==> config.mk <==
export PLATFORM = sky130hd
export DESIGN_NAME = test
export DESIGN_NICKNAME = d
export VERILOG_FILES = /design/src/rtl/test.sv
export SDC_FILE = /design/constraint.sdc
export NUM_CORES = 1
export LEC_CHECK = 0
export ABC_AREA = 1
export BUFFER_PORTS_ARGS = -buffer_cell sky130_fd_sc_hd__buf_2
export CAP_MARGIN = 20
export CORE_AREA = 2 2 270 272
export DETAILED_ROUTE_END_ITERATION = 8
export DIE_AREA = 0 0 272 274
export PLACE_DENSITY = 0.35
export SYNTH_ARGS = -nofsm -noshare
export SYNTH_HDL_FRONTEND = slang
export SYNTH_SLANG_ARGS = --single-unit
==> constraint.sdc <==
create_clock -name clk -period 3.8 [get_ports clk]
set_clock_uncertainty 0.2 [all_clocks]
set_input_delay 0.57 -clock clk [delete_from_list [all_inputs] [get_ports clk]]
set_output_delay 0.57 -clock clk [all_outputs]
set_load 0.01 [all_outputs]
==> src/rtl/test.sv <==
// Autonomous 2x2 image compressor: loads a generated image into RAM, then emits one averaged pixel every 5 cycles.
// Latency: first compressed pixel after edge IMG_W*IMG_H+5; no backpressure (output is a free-running valid pulse).
module test #(
  parameter int IMG_W = 8,
  parameter int IMG_H = 8,
  parameter int PIX_W = 8
) (
  input  logic                  clk,
  input  logic                  rst_n,
  output logic [PIX_W-1:0]      comp_data,
  output logic                  comp_valid,
  output logic [((IMG_W*IMG_H/4) > 1 ? $clog2(IMG_W*IMG_H/4) : 1)-1:0] comp_addr,
  output logic                  done
);

  localparam int NPIX = IMG_W * IMG_H;
  localparam int NBLK = NPIX / 4;
  localparam int AW   = $clog2(NPIX);
  localparam int KW   = (NBLK > 1) ? $clog2(NBLK) : 1;
  localparam int CW   = $clog2(IMG_W);
  localparam int HALF_W = IMG_W / 2;
  localparam logic [AW-1:0] LAST_PIX = AW'(NPIX - 1);
  localparam logic [KW-1:0] LAST_BLK = KW'(NBLK - 1);

  typedef enum logic [1:0] {LOAD, ACC, EMIT, DONE} state_t;

  state_t                state, state_nxt;
  logic [AW-1:0]         load_cnt;
  logic [1:0]            sub_cnt;
  logic [KW-1:0]         blk;
  logic [PIX_W+1:0]      sum;
  logic [PIX_W-1:0]      wr_dat;
  logic [PIX_W-1:0]      rd_dat;
  logic [AW-1:0]         rd_addr;
  logic [PIX_W-1:0]      mem [NPIX];

  // Generated test image: pix(r,c) = 16*r + 2*c, truncated to the pixel width.
  always_comb begin
    wr_dat = PIX_W'(32'(load_cnt >> CW) * 16 + 32'(load_cnt & AW'(IMG_W - 1)) * 2);
  end

  // Sub-pixel order within a block: (top,left), (top,right), (bottom,left), (bottom,right).
  always_comb begin
    rd_addr = AW'(((32'(blk) / HALF_W) * 2 + 32'(sub_cnt[1])) * IMG_W
                  + (32'(blk) % HALF_W) * 2 + 32'(sub_cnt[0]));
  end

  always_ff @(posedge clk) begin
    if (state == LOAD)
      mem[load_cnt] <= wr_dat;
  end

  assign rd_dat = mem[rd_addr];

  always_ff @(posedge clk or negedge rst_n) begin
    if (!rst_n)
      state <= LOAD;
    else
      state <= state_nxt;
  end

  always_comb begin
    state_nxt = state;
    case (state)
      LOAD:    if (load_cnt == LAST_PIX) state_nxt = ACC;
      ACC:     if (sub_cnt == 2'd3)      state_nxt = EMIT;
      EMIT:    state_nxt = (blk == LAST_BLK) ? DONE : ACC;
      DONE:    state_nxt = DONE;
      default: state_nxt = LOAD;
    endcase
  end

  always_ff @(posedge clk or negedge rst_n) begin
    if (!rst_n) begin
      load_cnt   <= '0;
      sub_cnt    <= '0;
      blk        <= '0;
      sum        <= '0;
      comp_data  <= '0;
      comp_addr  <= '0;
      comp_valid <= 1'b0;
      done       <= 1'b0;
    end else begin
      comp_valid <= 1'b0;
      done       <= (state == DONE);
      case (state)
        LOAD: load_cnt <= load_cnt + 1'b1;
        ACC: begin
          // First read of a block restarts the sum rather than adding to the previous block.
          sum     <= ((sub_cnt == 2'd0) ? '0 : sum) + {2'b00, rd_dat};
          sub_cnt <= sub_cnt + 1'b1;
        end
        EMIT: begin
          comp_valid <= 1'b1;
          comp_data  <= PIX_W'(sum >> 2);
          comp_addr  <= blk;
          if (blk != LAST_BLK)
            blk <= blk + 1'b1;
        end
        default: ;
      endcase
    end
  end

endmodule

==> results.md, run 1 <==
* CTS root buf: clkbuf_16
* Cell family with most CP delay: simple AND/OR/NAND/NOR gates
* CP most frequent cell: nand2_1
* Vias in the first global route at 11549
* Cell variety after synth at 31
* DR vias/cell at 4.37
* Std-Cell Rows at 99
* First-pass GRT wire length at 77.2 mm
* Clock sinks at 421
* Drt initial violations at 786
* Final setup viols at 0
* CTS Buffer Depth at 3
* Part of the Yosys area used for sequential elements at 0.703
* Initial core utilization at 0.246
* WS Path Type: flip-flop to flip-flop
* Mapped Cells at 1614
* Slowest library cell on the worst path: dfrtp_4
* Final wirelength at 52.8 mm
* # fillers at 7435
* Syn_nets at 1627
* Syn Area/Cell at 11.0 um2
* CTS tree: built
* Die area at 74500 um2
* PD cells at 459 nW/um2
* Worst hold path class: flip-flop to flip-flop
* # IOs at 16
* Crit path capture type: flip-flop
* RSZ-0062 raised after global routing: false
* DR pass1 iterations at 5
* Max-Cap Viols at 0
* Maximum vdd drop at 0.000266 V
* FF+latch count, synth at 421
* Worst path required time at 4.09 ns
* Synth Warn # at 0
* Post-synth top area share at 0.651
* Slew HR at 0.371
* DP Worst Slack at 0.209 ns
* Post-route DRC violation count at 0
* Buf/Inv on CP at 3
* Drt wl/cell at 19.8 um
* Antenna violations before repair at 0
* Hold Violations, Final at 0
* Slowest stage delay, CP at 0.60 ns
* Routed vias at 11649
* Total global-route track usage at 0.139
* Crit start category: flip-flop
* Gpl congestion at 0.776
* Crit path max fanout at 28
* Clk_lat worst skew at 0.60 ns
* Leading area contributor after synthesis: edfxtp_1
* Achievable Freq at 288 MHz
* Post-layout min period at 3.47 ns
* Die Span Y at 274 um
* Synth-to-layout area growth at 17.5%
* Static Leak at 0.00749 uW
* Reg clk slew, reported paths at 0.06 ns
* Pin count of the biggest net entering global routing at 97
* Placed wire-length estimate at 31.3 mm
* Mapped Area at 17700 um2
* Die W at 272 um
* Slew Limit Fails at 0
* Worst Path Arrival at 3.77 ns
* Crit-path cells: clkinv_8 -> buf_12 -> nand2_1 -> nand3_1 -> nand3_1 -> nand2_1 -> nand2_1 -> nand3_1 -> nand2_1 -> nor2_2 -> nor2_1 -> fa_1 -> nor4_1 -> o21ai_1 -> nor2_1 -> nand2_1 -> nand2_1 -> inv_1
* Buffers on Ports at 15
* Actual slew at the worst max-slew pin at 0.943 ns
* Antenna Cells at 0
* Share of cells above drive strength 1 at 0.0984
* Status: complete, no violations
* H-tree Lvls at 2
* Top post-synthesis cells by area: edfxtp_1, nand2_1, nand3_1
* Core area at 72000 um2
* Period utilisation layout at 0.914
* Total CTS buffers at 49
* Grt ovf at 0
* Final setup TNS at 0 ns
* Final ANT Viol Nets at 0
* Final WS setup at 0.328 ns
* # nets final at 1681
==> synth_stat cells <==
cell,n
ha_1,10
buf_8,1
a21oi_1,6
dfrtp_1,37
o22ai_1,3
nor4_1,1
nand4_1,3
clkbuf_1,19
clkinv_1,9
a31o_2,1
buf_6,11
inv_1,50
buf_2,38
o21bai_1,1
a21o_1,1
nand3_1,240
o211ai_1,1
buf_4,5
o21ai_0,75
xor2_1,9
nor2_1,242
edfxtp_1,384
fa_1,1
nand2_1,431
clkbuf_2,4
o21ai_1,17
buf_1,8
o31ai_1,1
a31oi_1,1
inv_2,2
nor3_1,2
==> final cells by class <==
| class | count | area (um2) | share of cell area |
|---|---|---|---|
| Inverter | 61 | 244 | 0.0117 |
| Multi-Input combinational cell | 1046 | 4540 | 0.218 |
| Clock inverter | 27 | 204 | 0.00979 |
| Clock buffer | 63 | 1320 | 0.0635 |
| Tap cell | 959 | 1200 | 0.0576 |
| Sequential cell | 421 | 12500 | 0.599 |
| Timing Repair Buffer | 89 | 837 | 0.0402 |
==> registers in the layout (all words and copies together), names as in the netlist <==
signal	count
sum	9
comp_valid	1
comp_data	8
comp_addr	4
blk	4
mem	384
done	1
load_cnt	6
sub_cnt	2
state	2
==> cell families after synthesis <==
group           synth area share
fa+ha+maj                0.00819
xor+xnor                 0.00445
buf+inv                   0.0405
compound gates            0.0313
flops                      0.703
simple gates               0.212
==> routing by layer <==
layer  GRT usage  up-vias  wire, um
met3      0.0186       65      1710
met4      0.0441        0      1160
li1            -     5641         -
met5           0        -         0
met1       0.195     5770     25700
met2       0.223      173     24200
==> where the power goes <==
group	internal, uW	switching (uW)
registers	4980	0
clock network	2650	1910
logic	1.02	8.26
==> what timing repair did <==
item | 4_1_cts | 5_1_grt
endpoints found under the setup margin | 0 | 1
hold buffers | 1 | 0
setup buffers | 0 | 0
resized for setup | 0 | 9
hold endpoints to repair | 37 | 0
==> cell usage in the layout (no fill, tap or decap), types with 21 or more instances in the layout <==
master	n
buf_4	59
nand3_1	240
edfxtp_1	384
nand2_1	431
nor2_1	241
dfrtp_1	28
o21ai_0	74
inv_1	49
clkinv_1	21
clkbuf_16	54
==> metrics by stage <==
step                      power (uW)  hold WS (ns)  instances  area [um2]   util
after floorplan                 5080        0.0744       1614       17700      -
after global placement          5090         0.261       2572       19200  0.266
after detailed placement        5090         0.266       2572       19200  0.266
after CTS                       9690         0.280       2663       20700  0.288
after global routing            9880         0.297       2666       20800  0.289
final                           9550         0.273       2666       20800  0.289
==> path summary, 6_finish.rpt <==
check                      slack [ns]         start  cells after the start           end
max                              0.33    sub_cnt[0]                     18        sum[9]
min                              0.27  comp_data[7]                      2  comp_data[7]
max reg2reg                      0.33    sub_cnt[0]                     18        sum[9]
min reg2reg                      0.27  comp_data[7]                      2  comp_data[7]
max in group asynchronous        2.27         rst_n                      2    sub_cnt[0]
min in group asynchronous        0.44         rst_n                      2  comp_data[0]
==> worst reg2reg max path, cell delays in order (launching register included) <==
cell and delay [ns]:
dfrtp_4 0.60, clkinv_8 0.19, buf_12 0.21, nand2_1 0.08
nand3_1 0.07, nand3_1 0.09, nand2_1 0.10, nand2_1 0.08
nand3_1 0.16, nand2_1 0.08, nor2_2 0.18, nor2_1 0.10
fa_1 0.49, nor4_1 0.32, o21ai_1 0.15, nor2_1 0.10
nand2_1 0.06, nand2_1 0.07, inv_1 0.04
(Power assumes the default switching activity.)
==> run 2, diff against run 1 <==
--- a/config.mk
+++ b/config.mk
@@ -9,6 +9,7 @@
 export BUFFER_PORTS_ARGS = -buffer_cell sky130_fd_sc_hd__buf_2
 export CAP_MARGIN = 20
 export CORE_AREA = 2 2 270 272
+export CTS_BUF_LIST = sky130_fd_sc_hd__clkbuf_16
 export DETAILED_ROUTE_END_ITERATION = 8
 export DIE_AREA = 0 0 272 274
 export PLACE_DENSITY = 0.35
==> run 2 against run 1 <==
  * Non-clock buffer count is the same
  * First-iteration DRC count shrank 2.4%
  * Sequential power is essentially flat
  * Final cell count is the same
  * Power shrank 0.30%
  * Die area is the same
  * Critical path depth is the same
  * Setup slack lost 0.0045 ns
  * Via count grew 0.21%
  * Clock power is essentially flat
==> results.md, run 2 (synthesized netlist as in run 1, its figures left out) <==
* Drt wl/cell at 19.8 um (about the same)
* CTS root buf: clkbuf_16 (unchanged)
* Antenna violations before repair at 0 (unchanged)
* Worst Path Arrival at 3.77 ns (about the same)
* Clk_lat worst skew at 0.60 ns (about the same)
* Achievable Freq at 288 MHz (about the same)
* Share of cells above drive strength 1 at 0.0984 (unchanged)
* Post-layout min period at 3.48 ns (was 3.47 ns)
* Final setup viols at 0 (unchanged)
* Crit start category: flip-flop (unchanged)
* Status: complete, no violations (unchanged)
* Die W at 272 um (unchanged)
* Crit path capture type: flip-flop (unchanged)
* Cell family with most CP delay: simple AND/OR/NAND/NOR gates (unchanged)
* Register with the most flip-flops: mem (unchanged)
* Crit path max fanout at 28 (unchanged)
* Slowest library cell on the worst path: dfrtp_4 (unchanged)
* Placed wire-length estimate at 31.3 mm (unchanged)
* Period utilisation layout at 0.915 (was 0.914)
* Post-route DRC violation count at 0 (unchanged)
* Routed vias at 11673 (was 11649)
* Gpl congestion at 0.776 (unchanged)
* Core area at 72000 um2 (unchanged)
* Largest register FFs at 384 (unchanged)
* Synth-to-layout area growth at 17.5% (unchanged)
* Register Area at 12500 um2 (unchanged)
* Biggest regs: mem (384), sum (9), comp_data (8) (unchanged)
* Net Sw Frac at 0.202 (was 0.201)
* CTS Buffer Depth at 3 (unchanged)
* Die Span Y at 274 um (unchanged)
* Crit-path cells: clkinv_8 -> buf_12 -> nand2_1 -> nand3_1 -> nand3_1 -> nand2_1 -> nand2_1 -> nand3_1 -> nand2_1 -> nor2_2 -> nor2_1 -> fa_1 -> nor4_1 -> o21ai_1 -> nor2_1 -> nand2_1 -> nand2_1 -> inv_1 (unchanged)
* PD cells at 457 nW/um2 (was 459 nW/um2)
* Buf/Inv on CP at 3 (unchanged)
* Clock group share of total power at 0.476 (was 0.477)
* WS Path Type: flip-flop to flip-flop (unchanged)
* Buffers on Ports at 15 (unchanged)
* Total CTS buffers at 49 (unchanged)
* Slew Limit Fails at 0 (unchanged)
* Placed cell areas at 19200 um2 (unchanged)
* Slowest stage delay, CP at 0.60 ns (about the same)
* Slew HR at 0.373 (was 0.371)
* Std-Cell Rows at 99 (unchanged)
* # IOs at 16 (unchanged)
* Final wirelength at 52.7 mm (was 52.8 mm)
* Maximum vdd drop at 0.000266 V (about the same)
* # nets final at 1681 (unchanged)
* Vias in the first global route at 11555 (was 11549)
* CTS tree: built (unchanged)
* Static Leak at 0.00754 uW (was 0.00749 uW)
* Multi-input gate area at 4540 um2 (unchanged)
* CP most frequent cell: nand2_1 (unchanged)
* First-pass GRT wire length at 77.2 mm (unchanged)
* Commonest non-fill, non-tap cells in the layout: nand2_1, edfxtp_1, nor2_1, nand3_1, o21ai_0 (unchanged)
* # fillers at 7435 (unchanged)
* Final setup TNS at 0 ns (unchanged)
* Most common cell after layout, fill and taps aside: nand2_1 (unchanged)
* Die area at 74500 um2 (unchanged)
* Hold Slack at 0.273 ns (about the same)
* DR vias/cell at 4.38 (was 4.37)
* Post-CTS setup repair buffer count at 0 (unchanged)
* Max-Cap Viols at 0 (unchanged)
* Power, Total at 9520 uW (was 9550 uW)
* Hold Violations, Final at 0 (unchanged)
* Drt initial violations at 767 (was 786)
* Net Sw Power at 1920 uW (about the same)
* Actual slew at the worst max-slew pin at 0.940 ns (was 0.943 ns)
* H-tree Lvls at 2 (unchanged)
* Antenna Cells at 0 (unchanged)
* Final ANT Viol Nets at 0 (unchanged)
* Worst path required time at 4.09 ns (about the same)
* Sequential power share at 0.523 (was 0.522)
* Finished Cell Area at 20800 um2 (unchanged)
* Internal power at 7600 uW (was 7630 uW)
* Comb pwr share at 0.001 (about the same)
* DR pass1 iterations at 6 (was 5)
* Reg clk slew, reported paths at 0.06 ns (about the same)
* Initial core utilization at 0.246 (unchanged)
* Pin count of the biggest net entering global routing at 97 (unchanged)
* Total global-route track usage at 0.139 (about the same)
* Fin cells at 2666 (unchanged)
* Grt ovf at 0 (unchanged)
* RSZ-0062 raised after global routing: false (unchanged)
* Inst Count DP at 2572 (unchanged)
* Clock sinks at 421 (unchanged)
* Worst hold path class: flip-flop to flip-flop (unchanged)
-- run 2: changes by cell type in the layout (fill, tap and decap cells not counted) --
cell and delta:
inv_1 +12, clkbuf_1 -12
-- run 2: worst paths after layout --
path                            cells after the start    startpoint      endpoint  slack, ns
worst max-delay path                               18    sub_cnt[0]        sum[9]       0.32
worst min-delay path                                2  comp_data[7]  comp_data[7]       0.27
worst max register to register                     18    sub_cnt[0]        sum[9]       0.32
worst min register to register                      2  comp_data[7]  comp_data[7]       0.27
max in group asynchronous                           2         rst_n    sub_cnt[0]       2.27
min in group asynchronous                           2         rst_n  comp_data[0]       0.44
-- run 2: what timing repair did --
action	in CTS	in global routing
hold buffers	1	0
hold endpoints to repair	37	0
resized for setup	0	9
endpoints found under the setup margin	0	1
-- run 2: metrics by stage --
stage / worst slack, ns / util
floorplan: 0.820 / -
global placement: 0.210 / 0.266
detailed placement: 0.209 / 0.266
CTS: 0.192 / 0.288
global route: 0.0152 / 0.289
finish: 0.323 / 0.289
-- run 2: worst register-to-register path, delay by kind of cell (launching register included) --
family / cells / cell delay [ns]
simple gates: 13 / 1.50
flops: 1 / 0.60
fa+ha+maj: 1 / 0.50
buf+inv: 3 / 0.45
compound gates: 1 / 0.15
-- run 2: power by group through the flow --
stage	clock network, uW	logic [uW]	registers (uW)
floorplan	0	0.00273	5080
global placement	0	9.50	5080
detailed placement	0	9.68	5080
CTS	4670	10.4	4980
global route	4860	11.2	4980
finish	4530	9.28	4980
-- run 2: cell type report --
type / instances / share of cell area
timing repair buffer: 89 / 0.0402
multi-input combinational: 1046 / 0.218
clock inverter: 39 / 0.0120
tap: 959 / 0.0576
inverter: 61 / 0.0117
clock buffer: 51 / 0.0613
sequential: 421 / 0.599
-- run 2: metal layers --
layer,up-vias,global-route usage,wire length (um)
met4,0,0.0441,1160
met2,181,0.223,24200
li1,5642,-,-
met5,-,0,0
met3,67,0.0186,1690
met1,5783,0.195,25700
==> run 3, diff against run 2 <==
--- a/config.mk
+++ b/config.mk
@@ -5,13 +5,12 @@
 export SDC_FILE = /design/constraint.sdc
 export NUM_CORES = 1
 export LEC_CHECK = 0
-export ABC_AREA = 1
 export BUFFER_PORTS_ARGS = -buffer_cell sky130_fd_sc_hd__buf_2
 export CAP_MARGIN = 20
-export CORE_AREA = 2 2 270 272
+export CORE_AREA = 2 2 264 266
 export CTS_BUF_LIST = sky130_fd_sc_hd__clkbuf_16
 export DETAILED_ROUTE_END_ITERATION = 8
-export DIE_AREA = 0 0 272 274
+export DIE_AREA = 0 0 266 268
 export PLACE_DENSITY = 0.35
 export SYNTH_ARGS = -nofsm -noshare
 export SYNTH_HDL_FRONTEND = slang
==> run 3 against run 2 <==
  * Non-clock buffer count grew 68
  * Flip-flop and latch count is the same
  * Register-to-register slack lost 0.18 ns
  * Power shrank 1.5%
  * Core utilization grew 1.3 points
  * Final area shrank 0.87%
  * First-iteration DRC count shrank 31%
  * Sequential power is essentially flat
  * Final cell count shrank 23%
  * Die area shrank 4.3%
  * Critical path type unchanged
  * Critical endpoint is now sum[8]
  * Largest cell class unchanged
  * Largest power group unchanged
==> results.md, run 3 <==
* Status: complete, no violations (unchanged)
* Syn_nets at 985 (was 1627)
* Net Sw Power at 1870 uW (was 1920 uW)
* Part of the Yosys area used for sequential elements at 0.734 (was 0.703)
* Share of cells above drive strength 1 at 0.279 (was 0.0984)
* # IOs at 16 (unchanged)
* Clock group share of total power at 0.468 (was 0.476)
* Die Span Y at 268 um (was 274 um)
* Hold Violations, Final at 0 (unchanged)
* Most common library cells after synthesis: edfxtp_1, nor2_1, mux4_2 (was nand2_1, edfxtp_1, nor2_1)
* H-tree Lvls at 2 (unchanged)
* Synth Warn # at 0 (unchanged)
* FF+latch count, synth at 421 (unchanged)
* CP most frequent cell: buf_4 (was nand2_1)
* Most common cell in the netlist: edfxtp_1 (was nand2_1)
* Antenna violations before repair at 0 (unchanged)
* Buffers on Ports at 15 (unchanged)
* Slowest library cell on the worst path: dfrtp_4 (unchanged)
* Post-synth top area share at 0.680 (was 0.651)
* Finished Cell Area at 20600 um2 (was 20800 um2)
* Total global-route track usage at 0.132 (was 0.139)
* Total CTS buffers at 49 (unchanged)
* Met2 Use GR at 0.207 (was 0.223)
* Biggest regs: mem (384), sum (9), comp_data (8) (unchanged)
* Routed vias at 9159 (was 11673)
* Syn Area/Cell at 17.5 um2 (was 11.0 um2)
* Pin count of the biggest net entering global routing at 48 (was 97)
* CTS Buffer Depth at 3 (unchanged)
* Placed cell areas at 18900 um2 (was 19200 um2)
* Crit path capture type: flip-flop (unchanged)
* DR vias/cell at 4.48 (was 4.38)
* CTS root buf: clkbuf_16 (unchanged)
* WS Path Type: flip-flop to flip-flop (unchanged)
* Fraction of registers with async set/reset at 0.0879 (unchanged)
* Comb pwr share at 0.001 (about the same)
* Clk_lat worst skew at 0.57 ns (was 0.60 ns)
* Largest register FFs at 384 (unchanged)
* Slew Limit Fails at 0 (unchanged)
* Maximum vdd drop at 0.000259 V (was 0.000266 V)
* Top post-synthesis cells by area: edfxtp_1, mux4_2, dfrtp_1 (was edfxtp_1, nand2_1, nand3_1)
* Mapped Area at 17000 um2 (was 17700 um2)
* Post-synth EDFFs at 384 (unchanged)
* Period utilisation layout at 0.963 (was 0.915)
* Met3 Use GR at 0.0224 (was 0.0186)
* Gpl congestion at 0.740 (was 0.776)
* Final wirelength at 46.5 mm (was 52.7 mm)
* First-pass GRT wire length at 67.9 mm (was 77.2 mm)
* Fin cells at 2043 (was 2666)
* Length in cells of the worst reg-to-reg path at 16 (was 18)
* Sequential power share at 0.531 (was 0.523)
* Core area at 68200 um2 (was 72000 um2)
* Clock sinks at 421 (unchanged)
* Internal power at 7510 uW (was 7600 uW)
* Main flop type after synthesis: edfxtp_1 (unchanged)
* Worst path required time at 4.06 ns (was 4.09 ns)
* Slowest stage delay, CP at 0.50 ns (was 0.60 ns)
* Final setup viols at 0 (unchanged)
* Die area at 71300 um2 (was 74500 um2)
* Achievable Freq at 273 MHz (was 288 MHz)
* Most common cell after layout, fill and taps aside: edfxtp_1 (was nand2_1)
* Synth-to-layout area growth at 21.7% (was 17.5%)
* Grt ovf at 0 (unchanged)
* RSZ-0062 raised after global routing: false (unchanged)
* Crit start category: flip-flop (unchanged)
* Reg clk slew, reported paths at 0.06 ns (about the same)
* Crit-path cells: buf_4 -> buf_12 -> buf_4 -> nor2_1 -> buf_4 -> a22oi_1 -> a31oi_1 -> nand4_1 -> and3_1 -> ha_1 -> buf_4 -> a21oi_2 -> o21ai_0 -> o211a_1 -> o211a_1 -> a221o_1 (was clkinv_8 -> buf_12 -> nand2_1 -> nand3_1 -> nand3_1 -> nand2_1 -> nand2_1 -> nand3_1 -> nand2_1 -> nor2_2 -> nor2_1 -> fa_1 -> nor4_1 -> o21ai_1 -> nor2_1 -> nand2_1 -> nand2_1 -> inv_1)
* Max-Cap Viols at 0 (unchanged)
* # nets final at 1135 (was 1681)
* Post-route DRC violation count at 0 (unchanged)
* DR pass1 iterations at 4 (was 6)
* Gr busiest metal: met2 (unchanged)
* Vias in the first global route at 9525 (was 11555)
* Worst Path Arrival at 3.92 ns (was 3.77 ns)
* Leading area contributor after synthesis: edfxtp_1 (unchanged)
* Static Leak at 0.00665 uW (was 0.00754 uW)
* Mapped Cells at 972 (was 1614)
* PD cells at 454 nW/um2 (was 457 nW/um2)
* Crit path max fanout at 9 (was 28)
* Inst Count DP at 1940 (was 2572)
* Slew HR at 0.381 (was 0.373)
* Initial core utilization at 0.249 (was 0.246)
* Actual slew at the worst max-slew pin at 0.928 ns (was 0.940 ns)
* Std-Cell Rows at 96 (was 99)
* Cell variety after synth at 46 (was 31)
* Hold Path Depth at 2 (unchanged)
* Met1 usage at 0.189 (was 0.195)
* Post-layout min period at 3.66 ns (was 3.48 ns)
* Commonest non-fill, non-tap cells in the layout: edfxtp_1, buf_4, nor2_1, mux4_2, nand2_1 (was nand2_1, edfxtp_1, nor2_1, nand3_1, o21ai_0)
* CTS tree: built (unchanged)
* Die W at 266 um (was 272 um)
* Register with the most flip-flops: mem (unchanged)
* Drt wl/cell at 22.8 um (was 19.8 um)
* Placed wire-length estimate at 30.7 mm (was 31.3 mm)
* Drt initial violations at 527 (was 767)
* Worst hold path class: flip-flop to flip-flop (unchanged)
* Net Sw Frac at 0.199 (was 0.202)
* Final ANT Viol Nets at 0 (unchanged)
run 3: stage by stage:
step / util / TNS [ns] / total power, uW / setup slack, ns / hold slack, ns
2_1_floorplan: - / 0 / 5080 / 0.345 / 0.0744
3_3_place_gp: 0.278 / -0.309 / 5090 / -0.129 / 0.255
3_5_place_dp: 0.278 / -0.285 / 5090 / -0.111 / 0.262
4_1_cts: 0.301 / 0 / 9520 / 0.0337 / 0.276
5_1_grt: 0.303 / 0 / 9690 / 0.000605 / 0.296
6_report: 0.303 / 0 / 9380 / 0.141 / 0.267
run 3: worst max-delay path: cells and delay by family, from the launching register on:
kind / cells / cell delay, ns
AOI/OAI and AO/OA: 7 / 1.22
adders and majority gates: 1 / 0.28
buffers and inverters: 5 / 0.75
DFF: 1 / 0.50
and+or+nand+nor: 3 / 0.58
run 3: routing by layer:
layer | up-vias | part of all wire
li1 | 4129 | -
met2 | 161 | 0.46
met4 | 0 | 0.019
met5 | - | 0
met1 | 4808 | 0.49
met3 | 61 | 0.035
run 3: layout make-up:
type | count | area, um2
inverters | 9 | 33.8
fillers | 6715 | 47600
clock buffers | 49 | 1230
repair buffers | 157 | 1320
clock inverters | 40 | 255
multi-input cells | 484 | 4230
well taps | 882 | 1100
diodes | 1 | 2.50
flip-flops and latches | 421 | 12500
run 3: final timing paths:
check                        startpoint      endpoint  slack, ns
max in group asynchronous         rst_n    sub_cnt[0]       2.24
hold reg to reg            comp_data[6]  comp_data[6]       0.27
min in group asynchronous         rst_n        blk[1]       0.47
hold / removal             comp_data[6]  comp_data[6]       0.27
setup / recovery             sub_cnt[0]        sum[8]       0.14
setup reg to reg             sub_cnt[0]        sum[8]       0.14
run 3: what timing repair did:
| item | in CTS | in global routing |
|---|---|---|
| hold buffers | 1 | 0 |
| gates cloned | 0 | 0 |
| setup buffers | 6 | 6 |
| gates resized for setup | 3 | 16 |
| pin swaps | 0 | 2 |
| endpoints found under the hold margin | 37 | 0 |
| endpoints found under the setup margin | 4 | 4 |
run 3: cells by family (layout without fill, tap and decap cells):
kind of cell	after synthesis	in the layout	share of synthesized area
flops	421	421	0.734
buf+inv	67	255	0.0202
xor+xnor	9	9	0.00465
fa+ha+maj	11	11	0.00855
simple gates	246	246	0.0661
other cells	0	1	0
compound gates	87	87	0.0341
mux	131	131	0.132
run 3: power by group through the flow:
stage	Combinational (uW)	Sequential [uW]	Clock, uW
floorplan	0.00138	5080	0
global placement	9.54	5080	0
detailed placement	9.65	5080	0
CTS	10.4	4980	4520
global route	11.2	4980	4700
finish	9.46	4980	4390
